## src/rtl/seg_scan_capture.sv

```systemverilog
// Recovers per-digit hex values and decimal points from a multiplexed active-low 7-segment bus.
// A bus value must be stable for STABLE_CYC synced samples before it is captured; blank and multi-anode samples are ignored.
module seg_scan_capture #(
   parameter int N_DIGITS   = 4,
   parameter int IDXW       = 2,
   parameter int STABLE_CYC = 8
) (
   input  logic                  clk,
   input  logic                  rst,
   input  logic [7:0]            seg_in,
   input  logic [N_DIGITS-1:0]   an_in,
   output logic [4*N_DIGITS-1:0] digit_val,
   output logic [N_DIGITS-1:0]   dot_val,
   output logic [N_DIGITS-1:0]   digit_ok,
   output logic [N_DIGITS-1:0]   glyph_err,
   output logic                  upd,
   output logic [IDXW-1:0]       upd_idx,
   output logic                  frame
);

   typedef enum logic [1:0] {IDLE, SETTLE, HELD} state_t;

   localparam logic [7:0] STABLE = 8'(STABLE_CYC);

   state_t                state;
   logic [7:0]            seg_s1, seg_s2, seg_prev, cap_seg;
   logic [N_DIGITS-1:0]   an_s1, an_s2, an_prev, seen, seen_nxt;
   logic [7:0]            run, run_nxt;
   logic                  cap_vld, legal, same, capture;
   logic [IDXW-1:0]       cur_idx, cap_idx;
   logic [4:0]            dec;
   logic [6:0]            lit;

   function automatic logic [4:0] decode(input logic [6:0] l);
      case (l)
         7'b1111110: decode = 5'h10;
         7'b0110000: decode = 5'h11;
         7'b1101101: decode = 5'h12;
         7'b1111001: decode = 5'h13;
         7'b0110011: decode = 5'h14;
         7'b1011011: decode = 5'h15;
         7'b1011111: decode = 5'h16;
         7'b1110010: decode = 5'h17;
         7'b1111111: decode = 5'h18;
         7'b1110011: decode = 5'h19;
         7'b1111101: decode = 5'h1A;
         7'b0011111: decode = 5'h1B;
         7'b0001101: decode = 5'h1C;
         7'b0111101: decode = 5'h1D;
         7'b1101111: decode = 5'h1E;
         7'b1000111: decode = 5'h1F;
         default:    decode = 5'h00;
      endcase
   endfunction

   always_comb begin
      int nlow;
      nlow    = 0;
      cur_idx = '0;
      for (int i = 0; i < N_DIGITS; i++) begin
         if (!an_s2[i]) begin
            nlow    = nlow + 1;
            cur_idx = IDXW'(i);
         end
      end
      legal = (nlow == 1);
      same  = (seg_s2 == seg_prev) && (an_s2 == an_prev);
      if (!legal)
         run_nxt = 8'd0;
      else if (!same)
         run_nxt = 8'd1;
      else if (run == STABLE)
         run_nxt = run;
      else
         run_nxt = run + 8'd1;
      // Capture decision is taken one edge before the outputs move.
      capture  = legal && same && (state == SETTLE) && (run_nxt == STABLE) && (run != STABLE);
      lit      = ~cap_seg[7:1];
      dec      = decode(lit);
      seen_nxt = seen | (N_DIGITS'(1) << cap_idx);
   end

   always_ff @(posedge clk or posedge rst) begin
      if (rst) begin
         seg_s1   <= '1;
         seg_s2   <= '1;
         seg_prev <= '1;
         an_s1    <= '1;
         an_s2    <= '1;
         an_prev  <= '1;
         run      <= '0;
         state    <= IDLE;
         cap_vld  <= 1'b0;
         cap_seg  <= '1;
         cap_idx  <= '0;
      end else begin
         seg_s1   <= seg_in;
         seg_s2   <= seg_s1;
         seg_prev <= seg_s2;
         an_s1    <= an_in;
         an_s2    <= an_s1;
         an_prev  <= an_s2;
         run      <= run_nxt;
         cap_vld  <= capture;
         if (capture) begin
            cap_seg <= seg_s2;
            cap_idx <= cur_idx;
         end
         if (!legal)
            state <= IDLE;
         else if (state == IDLE || !same)
            state <= SETTLE;
         else if (capture)
            state <= HELD;
      end
   end

   always_ff @(posedge clk or posedge rst) begin
      if (rst) begin
         digit_val <= '0;
         dot_val   <= '0;
         digit_ok  <= '0;
         glyph_err <= '0;
         upd       <= 1'b0;
         upd_idx   <= '0;
         frame     <= 1'b0;
         seen      <= '0;
      end else begin
         upd   <= cap_vld;
         frame <= 1'b0;
         if (cap_vld) begin
            upd_idx          <= cap_idx;
            dot_val[cap_idx] <= ~cap_seg[0];
            digit_ok[cap_idx]  <= dec[4];
            glyph_err[cap_idx] <= !dec[4] && (lit != 7'b0);
            if (dec[4])
               digit_val[4*cap_idx +: 4] <= dec[3:0];
            if (&seen_nxt) begin
               frame <= 1'b1;
               seen  <= '0;
            end else begin
               seen  <= seen_nxt;
            end
         end
      end
   end

endmodule

```

## config.mk

```make
export PLATFORM = sky130hd
export DESIGN_NAME = seg_scan_capture
export DESIGN_NICKNAME = d
export VERILOG_FILES = /design/src/rtl/seg_scan_capture.sv
export SDC_FILE = /design/constraint.sdc
export NUM_CORES = 1
export LEC_CHECK = 0
export BUFFER_PORTS_ARGS = -buffer_cell sky130_fd_sc_hd__clkbuf_2
export CORE_UTILIZATION = 35
export CTS_CLUSTER_SIZE = 20
export DETAILED_ROUTE_END_ITERATION = 16
export PLACE_DENSITY = 0.53
export RECOVER_POWER = 25
export SKIP_LAST_GASP = 1
export SYNTH_ARGS = -nofsm -noshare
export SYNTH_HDL_FRONTEND = slang
export SYNTH_SLANG_ARGS = --single-unit
```

## constraint.sdc

```tcl
create_clock -name clk -period 8.39 [get_ports clk]
set_clock_uncertainty 0.1 [all_clocks]
set_input_delay 1.678 -clock clk [delete_from_list [all_inputs] [get_ports clk]]
set_output_delay 1.678 -clock clk [all_outputs]
set_load 0.1 [all_outputs]
```

==> summary.md <==
| Metric | Value |
|---|---|
| Htree depth | 3 |
| Worst Path Arrival | 3.55 ns |
| Total core area | 11500 um^2 |
| Post-Syn Area per Cell | 11.7 um^2 |
| Slew HR | 27.0% |
| Part of the power in registers | 54.1% |
| Layout cell share with drive strength beyond 1 | 28.9% |
| Final RePlAce weighted congestion | 0.756 |
| Hold Path Depth | 0 |
| Setup crit start | an_s2[0] |
| Unrepaired setup endpoints after global routing | false |
| Pin count of the biggest net entering global routing | 90 |
| Cell Area, Synth | 4150 um^2 |
| Final Hold Fails | 0 |
| Synthesis-to-finish area growth | 14.2% |
| Diode count | 0 |
| LEAKAGE | 2.03 nW |
| Min-delay worst type | reg2reg |
| Cell Rows | 39 |
| Measured slew at the worst slew-check pin | 1.09 ns |
| IO Port Bufs | 45 |
| Critical path peak fanout | 12 |
| Min-delay src | an_s1[0] |
| Nets | 423 |
| Initial antenna violation count | 0 |
| Die X-Extent | 111 um |
| CTS root buf | clkbuf_16 |
| Peak VDD IR | 0.000124 V |
| Sink Count | 93 |
| Max Slew Vio Count | 0 |
| Final worst setup slack | 4.97 ns |
| Clk slew on worst S/H paths | 0.06 ns |
| Routed WL | 7.97 mm |
| Count of hold-fix buffers inserted at cts | 0 |
| Worst R2R Path Depth | 9 |
| Async SR Flop Fraction | 100% |
| # Post-CTS Setup Buffers | 0 |
| Delay-heaviest family, CP | compound AO/OA/AOI/OAI gates |
| CTS max path bufs | 2 |
| WP buf/inv | 1 |
| Reg-to-reg startpoint | an_s2[0] |
| Tot Pwr | 872 uW |
| Residual DRC | 0 |
| PostCTS Resize Cnt | 0 |
| DRT antenna net count | 0 |
| Total global routing track utilization | 14.1% |
| Clk pwr share | 42.6% |
| Vias per Instance | 5.02 |
| Distinct cells, synth | 55 |
| Syn nets | 381 |
| Routed wire length per instance | 14.6 um |
| EDFF count, synth | 0 |
| DRT Pass-1 Iters | 4 |
| Vias in the first global route | 2602 |
| Most frequent cell after synthesis | dfrtp_1 |
| Leading area contributor after synthesis | dfrtp_1 |
| Via Count | 2732 |
| Internal power | 676 uW |
| Fmax | 293 MHz |
| Sw Pwr | 196 uW |
| Sequential share of the synthesized area | 57.5% |
| Mapped Cells | 354 |
| Worst-Skew Late Latency | 0.35 ns |
| Worst Path Required | 8.52 ns |
| Path length in cells of the critical path | 9 |
| Ys Warns | 0 |
| Gr ovfl total | 0 |
| Dpl ws | 4.96 ns |
| I/O pin cnt | 46 |
| Die area | 12300 um^2 |
| Die Ht | 111 um |
| Initial DRC Count | 161 |
| MaxCap Viol Count | 0 |
| Setup tns final | 0 ns |
| Period utilization | 40.7% |
| Status | complete, no violations |
| # fillers | 1117 |
| Min cycle time layout | 3.42 ns |
| # setup viols final | 0 |
| Initial Util | 36.2% |
| Synth top area share | 29.6% |
| Part of the power in combinational logic | 3.3% |
| CP Capture Type | flop |
| First-pass GRT wire length | 13.6 mm |
| Slowest stage cell, crit path | o31ai_1 |
| Worst path cell trace | inv_1, ha_1, xnor2_1, ha_1, xnor2_1, a31oi_1, o31ai_1, nand3_2, mux2_4 |
| CP Class | reg2reg |
| Critical Path Source Type | flop |
| Top cells by count, synth | dfrtp_1 (49), dfstp_2 (44), nand2_1 (29) |
| Slowest Stage Delay on Critical Path | 0.63 ns |
| Half-perimeter wire length after placement | 5.34 mm |
| Num CTS Buffers | 9 |
| PD cells | 184 nW/um^2 |
| Synth top area cells | dfrtp_1 (30%), dfstp_2 (28%), xnor2_1 (4.2%), ha_1 (3.9%), mux2_4 (2.9%) |
| Most used flip-flop cell after synthesis | dfrtp_1 |
| CTS tree | yes |
| Sw frac | 22.5% |
| Seq cells post-synth | 93 |
==> placed cells by master, fill, tap and decap left out, types with 6 or more instances in the layout <==
master      n
dfstp_1    13
clkbuf_2   45
nand4_1    10
o21ai_0    16
mux2_2      7
xnor2_1    20
dfrtp_1    49
nor2_1     20
mux2_4      8
o22ai_1    11
ha_1       13
nand3_1     9
nand2_1    29
clkbuf_16   9
inv_1      24
dfstp_2    31
a21oi_1     6
==> cell type report <==
class	instances	area, um^2	area share, %
multi-input cells	221	1580	33.4
well taps	143	179	3.78
repair buffers	46	233	4.91
flip-flops and latches	93	2380	50.3
clock inverters	7	40.0	0.845
clock buffers	9	225	4.76
inverters	25	95.1	2.01
==> per-layer routing <==
metal	up-vias	share of wire, %	global-route usage (%)
met5	-	0	0
met4	0	1.5	5.69
met3	10	4.5	4.59
met2	82	45	20.4
met1	1309	49	19.5
li1	1331	-	-
==> logic make-up (layout without fill, tap and decap cells) <==
family	Yosys count	in the layout	synth area share, %
xor+xnor	22	22	4.65
simple gates	107	107	14.0
mux	16	16	5.04
buf+inv	40	87	4.41
fa+ha+maj	13	13	3.92
flops	93	93	57.5
compound gates	63	63	10.5
==> sequential cells by signal, indices dropped and copies added (netlist names), 8 cells and up <==
register	cells
seg_s2	8
seg_prev	8
digit_val	16
run	8
seg_s1	8
cap_seg	8
==> path summary, 6_finish.rpt <==
| check | end | slack [ns] |
|---|---|---|
| max in group asynchronous | digit_val[8] | 5.77 |
| worst max-delay path | cap_idx[0] | 4.97 |
| min in group asynchronous | dot_val[1] | 1.11 |
| worst max register to register | cap_idx[0] | 4.97 |
| worst min-delay path | an_s2[0] | 0.26 |
| worst min register to register | an_s2[0] | 0.26 |
==> power by group through the flow <==
| stage | Combinational (mW) | Sequential, mW | Clock [mW] |
|---|---|---|---|
| finish | 0.0290 | 0.472 | 0.371 |
| global route | 0.0337 | 0.473 | 0.406 |
| CTS | 0.0304 | 0.473 | 0.384 |
| detailed placement | 0.0304 | 0.481 | 0 |
| global placement | 0.0297 | 0.481 | 0 |
| floorplan | 0.0218 | 0.478 | 0 |
==> stage by stage <==
stage          utilization (%)  hold slack (ns)  instance area [um^2]  cells
2_1_floorplan                -            0.245                  4150    354
3_3_place_gp              39.0            0.246                  4470    528
3_5_place_dp              39.0            0.248                  4470    528
4_1_cts                   41.3            0.256                  4740    544
5_1_grt                   41.3            0.264                  4740    544
6_report                  41.3            0.256                  4740    544
Note: power is estimated with default switching activity, not from simulation.
